<file path="src/rtl/mux4_arbiter.sv">
// mux4_arbiter
//   Four-requester arbiter feeding a single registered output slot.
//   Each requester presents 4-bit data with a valid bit. When the output
//   register is free, one requester is granted via in_ready. Its data
//   appears on y on the next cycle.
//
//   Arbitration policy is selected at build time:
//     MUX4_ARBITER_ROUND_ROBIN_EN defined   -> round-robin from pointer ptr
//     MUX4_ARBITER_ROUND_ROBIN_EN undefined -> fixed priority (0 highest);
//                                              ptr is tied to 0
//
// Ports
//   clk       in   1  clock, rising edge
//   rst       in   1  synchronous active-high reset
//   in_valid  in   4  per-requester valid
//   d0..d3    in   4  per-requester data
//   in_ready  out  4  one-hot grant (data accepted this cycle)
//   y         out  4  registered selected data
//   y_valid   out  1  y holds an undelivered item
//   y_ready   in   1  consumer accepts y
//   y_src     out  2  requester index of the data in y
//   xfer_cnt  out  8  wrapping count of accepted items
module mux4_arbiter (
  input  logic       clk,
  input  logic       rst,
  input  logic [3:0] in_valid,
  input  logic [3:0] d0,
  input  logic [3:0] d1,
  input  logic [3:0] d2,
  input  logic [3:0] d3,
  output logic [3:0] in_ready,
  output logic [3:0] y,
  output logic       y_valid,
  input  logic       y_ready,
  output logic [1:0] y_src,
  output logic [7:0] xfer_cnt
);

  typedef enum logic {EMPTY = 1'b0, FULL = 1'b1} state_t;

  state_t          state_q, state_d;
  logic [1:0]      ptr;
  logic [1:0]      win;
  logic [1:0]      idx;
  logic            found;
  logic            out_free;
  logic            accept;
  logic [3:0][3:0] din;

  assign din      = {d3, d2, d1, d0};
  assign y_valid  = (state_q == FULL);
  // The slot can take a new item when empty, or when its item drains this cycle.
  assign out_free = !y_valid || y_ready;

  // Search order ptr, ptr+1, ptr+2, ptr+3 (mod 4); 2-bit add wraps naturally.
  always_comb begin
    found = 1'b0;
    win   = ptr;
    idx   = ptr;
    for (int k = 0; k < 4; k++) begin
      idx = ptr + 2'(k);
      if (!found && in_valid[idx]) begin
        found = 1'b1;
        win   = idx;
      end
    end
  end

  // Grant is gated by rst so nothing is reported accepted while in reset.
  assign accept   = found && out_free && !rst;
  assign in_ready = accept ? (4'b0001 << win) : 4'b0000;

  // State register
  always_ff @(posedge clk) begin
    if (rst) state_q <= EMPTY;
    else     state_q <= state_d;
  end

  // Next state: accept always fills; drain without accept empties; stall holds.
  always_comb begin
    state_d = state_q;
    case (state_q)
      EMPTY: if (accept) state_d = FULL;
      FULL: begin
        if (accept)       state_d = FULL;
        else if (y_ready) state_d = EMPTY;
      end
      default: state_d = EMPTY;
    endcase
  end

  // Output data path and transfer counter. y/y_src hold on drain-only cycles.
  always_ff @(posedge clk) begin
    if (rst) begin
      y        <= 4'b0000;
      y_src    <= 2'b00;
      xfer_cnt <= 8'd0;
    end else if (accept) begin
      y        <= din[win];
      y_src    <= win;
      xfer_cnt <= xfer_cnt + 8'd1;
    end
  end

`ifdef MUX4_ARBITER_ROUND_ROBIN_EN
  // Winner drops to lowest priority: pointer moves just past it.
  logic [1:0] ptr_q;
  always_ff @(posedge clk) begin
    if (rst)         ptr_q <= 2'b00;
    else if (accept) ptr_q <= win + 2'd1;
  end
  assign ptr = ptr_q;
`else
  // Fixed priority: search always starts at requester 0.
  assign ptr = 2'b00;
`endif

endmodule

</file>
<file path="config.mk">
export PLATFORM = sky130hd
export DESIGN_NAME = mux4_arbiter
export DESIGN_NICKNAME = d
export VERILOG_FILES = /design/src/rtl/mux4_arbiter.sv
export SDC_FILE = /design/constraint.sdc
export NUM_CORES = 1
export LEC_CHECK = 0
export ABC_AREA = 0
export CELL_PAD_IN_SITES_DETAIL_PLACEMENT = 1
export CELL_PAD_IN_SITES_GLOBAL_PLACEMENT = 2
export CORE_MARGIN = 8
export CORE_UTILIZATION = 22
export DETAILED_ROUTE_END_ITERATION = 8
export PLACE_DENSITY = 0.89
export SLEW_MARGIN = 20
export SYNTH_ARGS = -nofsm -noshare
export SYNTH_HDL_FRONTEND = slang
export SYNTH_SLANG_ARGS = --single-unit
</file>
<file path="constraint.sdc">
create_clock -name clk -period 2 [get_ports clk]
set_input_delay 0.4 -clock clk [delete_from_list [all_inputs] [get_ports clk]]
set_output_delay 0.4 -clock clk [all_outputs]
set_load 0.1 [all_outputs]
</file>
**Word-level counts from Yosys, hierarchy flattened**

Index checks and enable logic that the tools add are counted.

- Output and inout port bits: 19
- Bits of input ports: 23
- Register bits: 15

- Shift-type cells: 1
- Magnitude comparators: 1
- Bitwise operators: 1
- Multiplexer cells: 14
- Add/sub/neg operators: 1
- Reductions and logical operators: 11

Operators with widths:

| kind | number |
|---|---|
| $add A8 B1 Y8 const B | 1 |
| $bmux W4 S2 | 1 |
| $mux W1 | 8 |
| $mux W4 | 2 |
| $logic_and A1 B1 Y1 | 5 |
| $logic_not A1 Y1 | 5 |
| $mux W2 | 2 |
| $shl A1 B2 Y4 const A | 1 |
| $lt A2 B3 Y1 const B | 1 |
| $pmux W1 S2 | 1 |
| $logic_or A1 B1 Y1 | 1 |
| $not A1 Y1 | 1 |

**Depth between registers and ports, before layout**

- Depth in word-level cells: 14
- Gate-level depth with buffers: 5

**Worst setup path after synthesis**

Ideal clock, no wire load.

- Path type: register -> output
- Start: register state_q (netlist: y_valid)
- End: output in_ready[1]
- Slack: -1.615 ns
- Arrival time: 3.215 ns
- Buffers on the path: 1
- Stages on the path, launching flop included: 4
- Data required time: 1.600 ns
- Cell sequence: dfxtp_1 nor2b_1 clkbuf_1 nor3_1

- Word-level cells in the longest chain between the ends: 5

Ends and longest elaborated chain:

| what | line | source |
|---|---|---|
| start, declared | 41 | `state_t state_q, state_d;` |
| start signal, assigned | 76 | `else state_q <= state_d;` |
| $logic_not A1 Y1 | 53 | `assign out_free = !y_valid \|\| y_ready;` |
| $logic_or A1 B1 Y1 | 53 |  |
| $logic_and A1 B1 Y1 (2 in a row) | 70 | `assign accept = found && out_free && !rst;` |
| $mux W4 | 71 | `assign in_ready = accept ? (4'b0001 << win) : 4'b0000;` |
| end, declared | 31 | `output logic [3:0] in_ready,` |

Every way passes these cells.

**Worst setup path in the final report**

- Start: input in_valid[2]
- End: output in_ready[3]

- Word-level cells in the longest chain between the ends: 8

Ends and longest elaborated chain:

| what | line | source |
|---|---|---|
| start, declared | 26 | `input logic [3:0] in_valid,` |
| $logic_and A1 B1 Y1 (*) | 62 | `if (!found && in_valid[idx]) begin` |
| $mux W1 | 62 |  |
| $logic_not A1 Y1 | 62 |  |
| $logic_and A1 B1 Y1 | 62 |  |
| $mux W1 | 62 |  |
| $logic_and A1 B1 Y1 (2 in a row) | 70 |  |
| $mux W4 (*) | 71 |  |

Every way passes the cells marked *; elsewhere a longest branch is shown, timed or not.

==> metrics.txt <==
status completed; GR Overflow Total 0; CTS tree built; syn avg cell area roughly 8.0 um^2; DRT iter0 DRCs 29; Syn Nets 130; Post-Place Cells ~210; die extent in x 78.0 um; pre-CTS worst setup slack -75.3 ps; Critical R2R Launch y_valid; first-pass GRT wire length 5.18 mm; DRC violations left 0; IO Port Bufs 41; critical path class in -> out; initial core utilization 0.229; Setup Skew about 1.2 ps; Final #Nets 187; Power Dens Cells about 630 nW/um^2; min-delay worst type reg -> reg; n_diodes 0; R2R setup slack 380 ps; clk buf depth 2; Final HPWL DP 2.70 mm; Final period util 0.965; unrepaired setup endpoints after global routing false; Synth Area in Compound Gates 0.184; clk root buf clkbuf_8; mux contribution to synthesized area 0.0237; max-slew violation count 0; Die Span Y between 70 and 80 um; Site Rows 22; Max-Cap Viols 0; final std cells w/o fill 210; P_leak 0.628 nW; post-route ant nets 0; Worst-path clk slew 60 ps; TritonCTS Buffers 3; final setup vio count 0; hold path start y_src[0]; Max FO, Critical Path 7; number of flops mapped to enable cells by yosys 0; Fill cells 470; CTS sink cnt 15; share of cells above drive strength 1 0.315; Core Box Area 3690 um^2; Max-Slew Margin vs Limit 0.650; sequential-to-total area share from yosys stat 0.356; Final Critical Period 1930 ps; Hold Fails Final Rpt 0; post-synthesis adder-cell area fraction 0.0148; Worst VDD drop 0.000227 V; vias in the first global route 1091; WP data arrival roughly 1500 ps; via/cell ratio approximately 4.6; Final Worst Setup Slack 70.0 ps; ys flop type dfxtp_1; Layout Utilization 0.408; Final Wtd Congestion between 0.7 and 0.8; largest net degree at the start of global routing 12; Synth Area in XOR/XNOR 0.0311; critical path launch point type primary input; total wire length 3.17 mm; First-pass DRT Iterations 3; main combinational cell family by area after synthesis simple AND/OR/NAND/NOR gates; antenna violations before repair 0; FFs w/ async S/R, synth 0; Tot GR Track Use 0.105; H-tree levels 1; CP required 1600 ps; Netlist Area Pre-Place 845 um^2; Clock Latency Late Sink 250 ps; die area around 6000 um^2; post-synthesis cell count roughly 110; Unique masters post-synth 28; Yosys warnings 0; crit path from in_valid[2]; via count slightly below 1000; Synth Area in Simple Gates 0.338; Worst-Margin Slew 521 ps; count of state elements after synthesis 15; Fmax 518 MHz; I/O pin count 42; routed len/inst 15.1 um; Critical Path End Type output port; Area Growth Syn to Fin 78.1%
## layer usage
| layer | wire [um] | part of all wire | up-vias | global-route usage |
|---|---|---|---|---|
| met3 | 201 | 0.063 | 5 | 0.0334 |
| met1 | 1270 | 0.40 | 447 | 0.103 |
| met5 | 0 | 0 | - | 0 |
| li1 | - | - | 493 | - |
| met4 | 43 | 0.014 | 0 | 0.0389 |
| met2 | 1660 | 0.52 | 28 | 0.199 |
## synth_stat cells, types with 2 or more instances
| cell type | count | area (um^2) |
|---|---|---|
| nand2b_1 | 5 | 31.3 |
| and3_1 | 3 | 18.8 |
| o21ai_0 | 7 | 35.0 |
| mux2i_1 | 2 | 20.0 |
| nand3_1 | 5 | 25.0 |
| xnor2_1 | 3 | 26.3 |
| clkbuf_1 | 6 | 22.5 |
| nor2b_1 | 4 | 25.0 |
| a221oi_1 | 2 | 17.5 |
| or3_1 | 3 | 18.8 |
| a21oi_1 | 10 | 50.1 |
| o221ai_1 | 2 | 17.5 |
| nand2_1 | 2 | 7.51 |
| dfxtp_1 | 15 | 300 |
| o32ai_1 | 2 | 17.5 |
| o2bb2ai_1 | 2 | 17.5 |
| inv_1 | 6 | 22.5 |
| nor3_1 | 6 | 30.0 |
| nor2_1 | 12 | 45.0 |
## logic make-up (layout without fill, tap and decap cells)
group | count (synthesis) | in the layout
and+or+nand+nor | 48 | 48
AOI/OAI and AO/OA | 25 | 25
DFF | 15 | 15
buffers and inverters | 12 | 68
xor gates and xnor gates | 3 | 3
muxes | 2 | 2
adders and majority gates | 1 | 1
## cell type report
class / instances / area (um^2) / share of cell area
inverter: 6 / 22.5 / 0.0150
sequential: 15 / 304 / 0.202
tap: 48 / 60.1 / 0.0399
clock buffer: 4 / 45.0 / 0.0300
multi-input combinational: 79 / 522 / 0.347
timing repair buffer: 58 / 551 / 0.366
## state kept, by name, indices dropped and copies added (netlist names)
name / count
y: 4
xfer_cnt: 8
y_src: 2
y_valid: 1
## critical path, stage by stage
cell and delay [ps]:
clkdlybuf4s50_1 540, nor2b_2 180, and3_2 220, buf_12 180
## final timing paths
kind / cells after the start / to
max: 4 / in_ready[3]
min: 2 / y_src[0]
max reg2reg: 5 / xfer_cnt[6]
min reg2reg: 2 / y_src[0]
## through the flow
step	setup TNS, ps	power [mW]	area [um^2]	hold WS, ps
2_1_floorplan	-18.7	0.572	863	582
3_3_place_gp	-72.2	0.709	1450	449
3_5_place_dp	-270	0.717	1450	458
6_report	0	0.954	1500	457
5_1_grt	0	0.994	1500	496
4_1_cts	0	0.969	1500	466
## what timing repair did
action | 4_1_cts | 5_1_grt
gates cloned | 0 | 0
setup buffers | 0 | 0
setup endpoints to repair | 4 | 3
resized for setup | 6 | 2
hold buffers | 0 | 0
## cells in the final DEF (no fill, tap or decap), drive strengths merged, types with 3 or more instances in the layout
cell | synthesis | final
buf | 0 | 36
o21ai | 7 | 7
nor2b | 4 | 4
a21oi | 10 | 10
nor3 | 7 | 7
and3 | 3 | 3
nor2 | 12 | 12
clkdlybuf4s50 | 0 | 17
nand3 | 5 | 5
dfxtp | 15 | 15
xnor2 | 3 | 3
or3 | 4 | 4
dlygate4sd2 | 0 | 4
nor4 | 3 | 3
nand2b | 5 | 5
inv | 6 | 6
clkbuf | 6 | 4
## report_power, final
| part | internal [mW] | switching, mW | total (mW) |
|---|---|---|---|
| registers | 0.318 | 0.0147 | 0.333 |
| clock network | 0.141 | 0.107 | 0.248 |
| logic | 0.128 | 0.246 | 0.373 |
| total | 0.587 | 0.367 | 0.954 |
(Power assumes the default switching activity.)
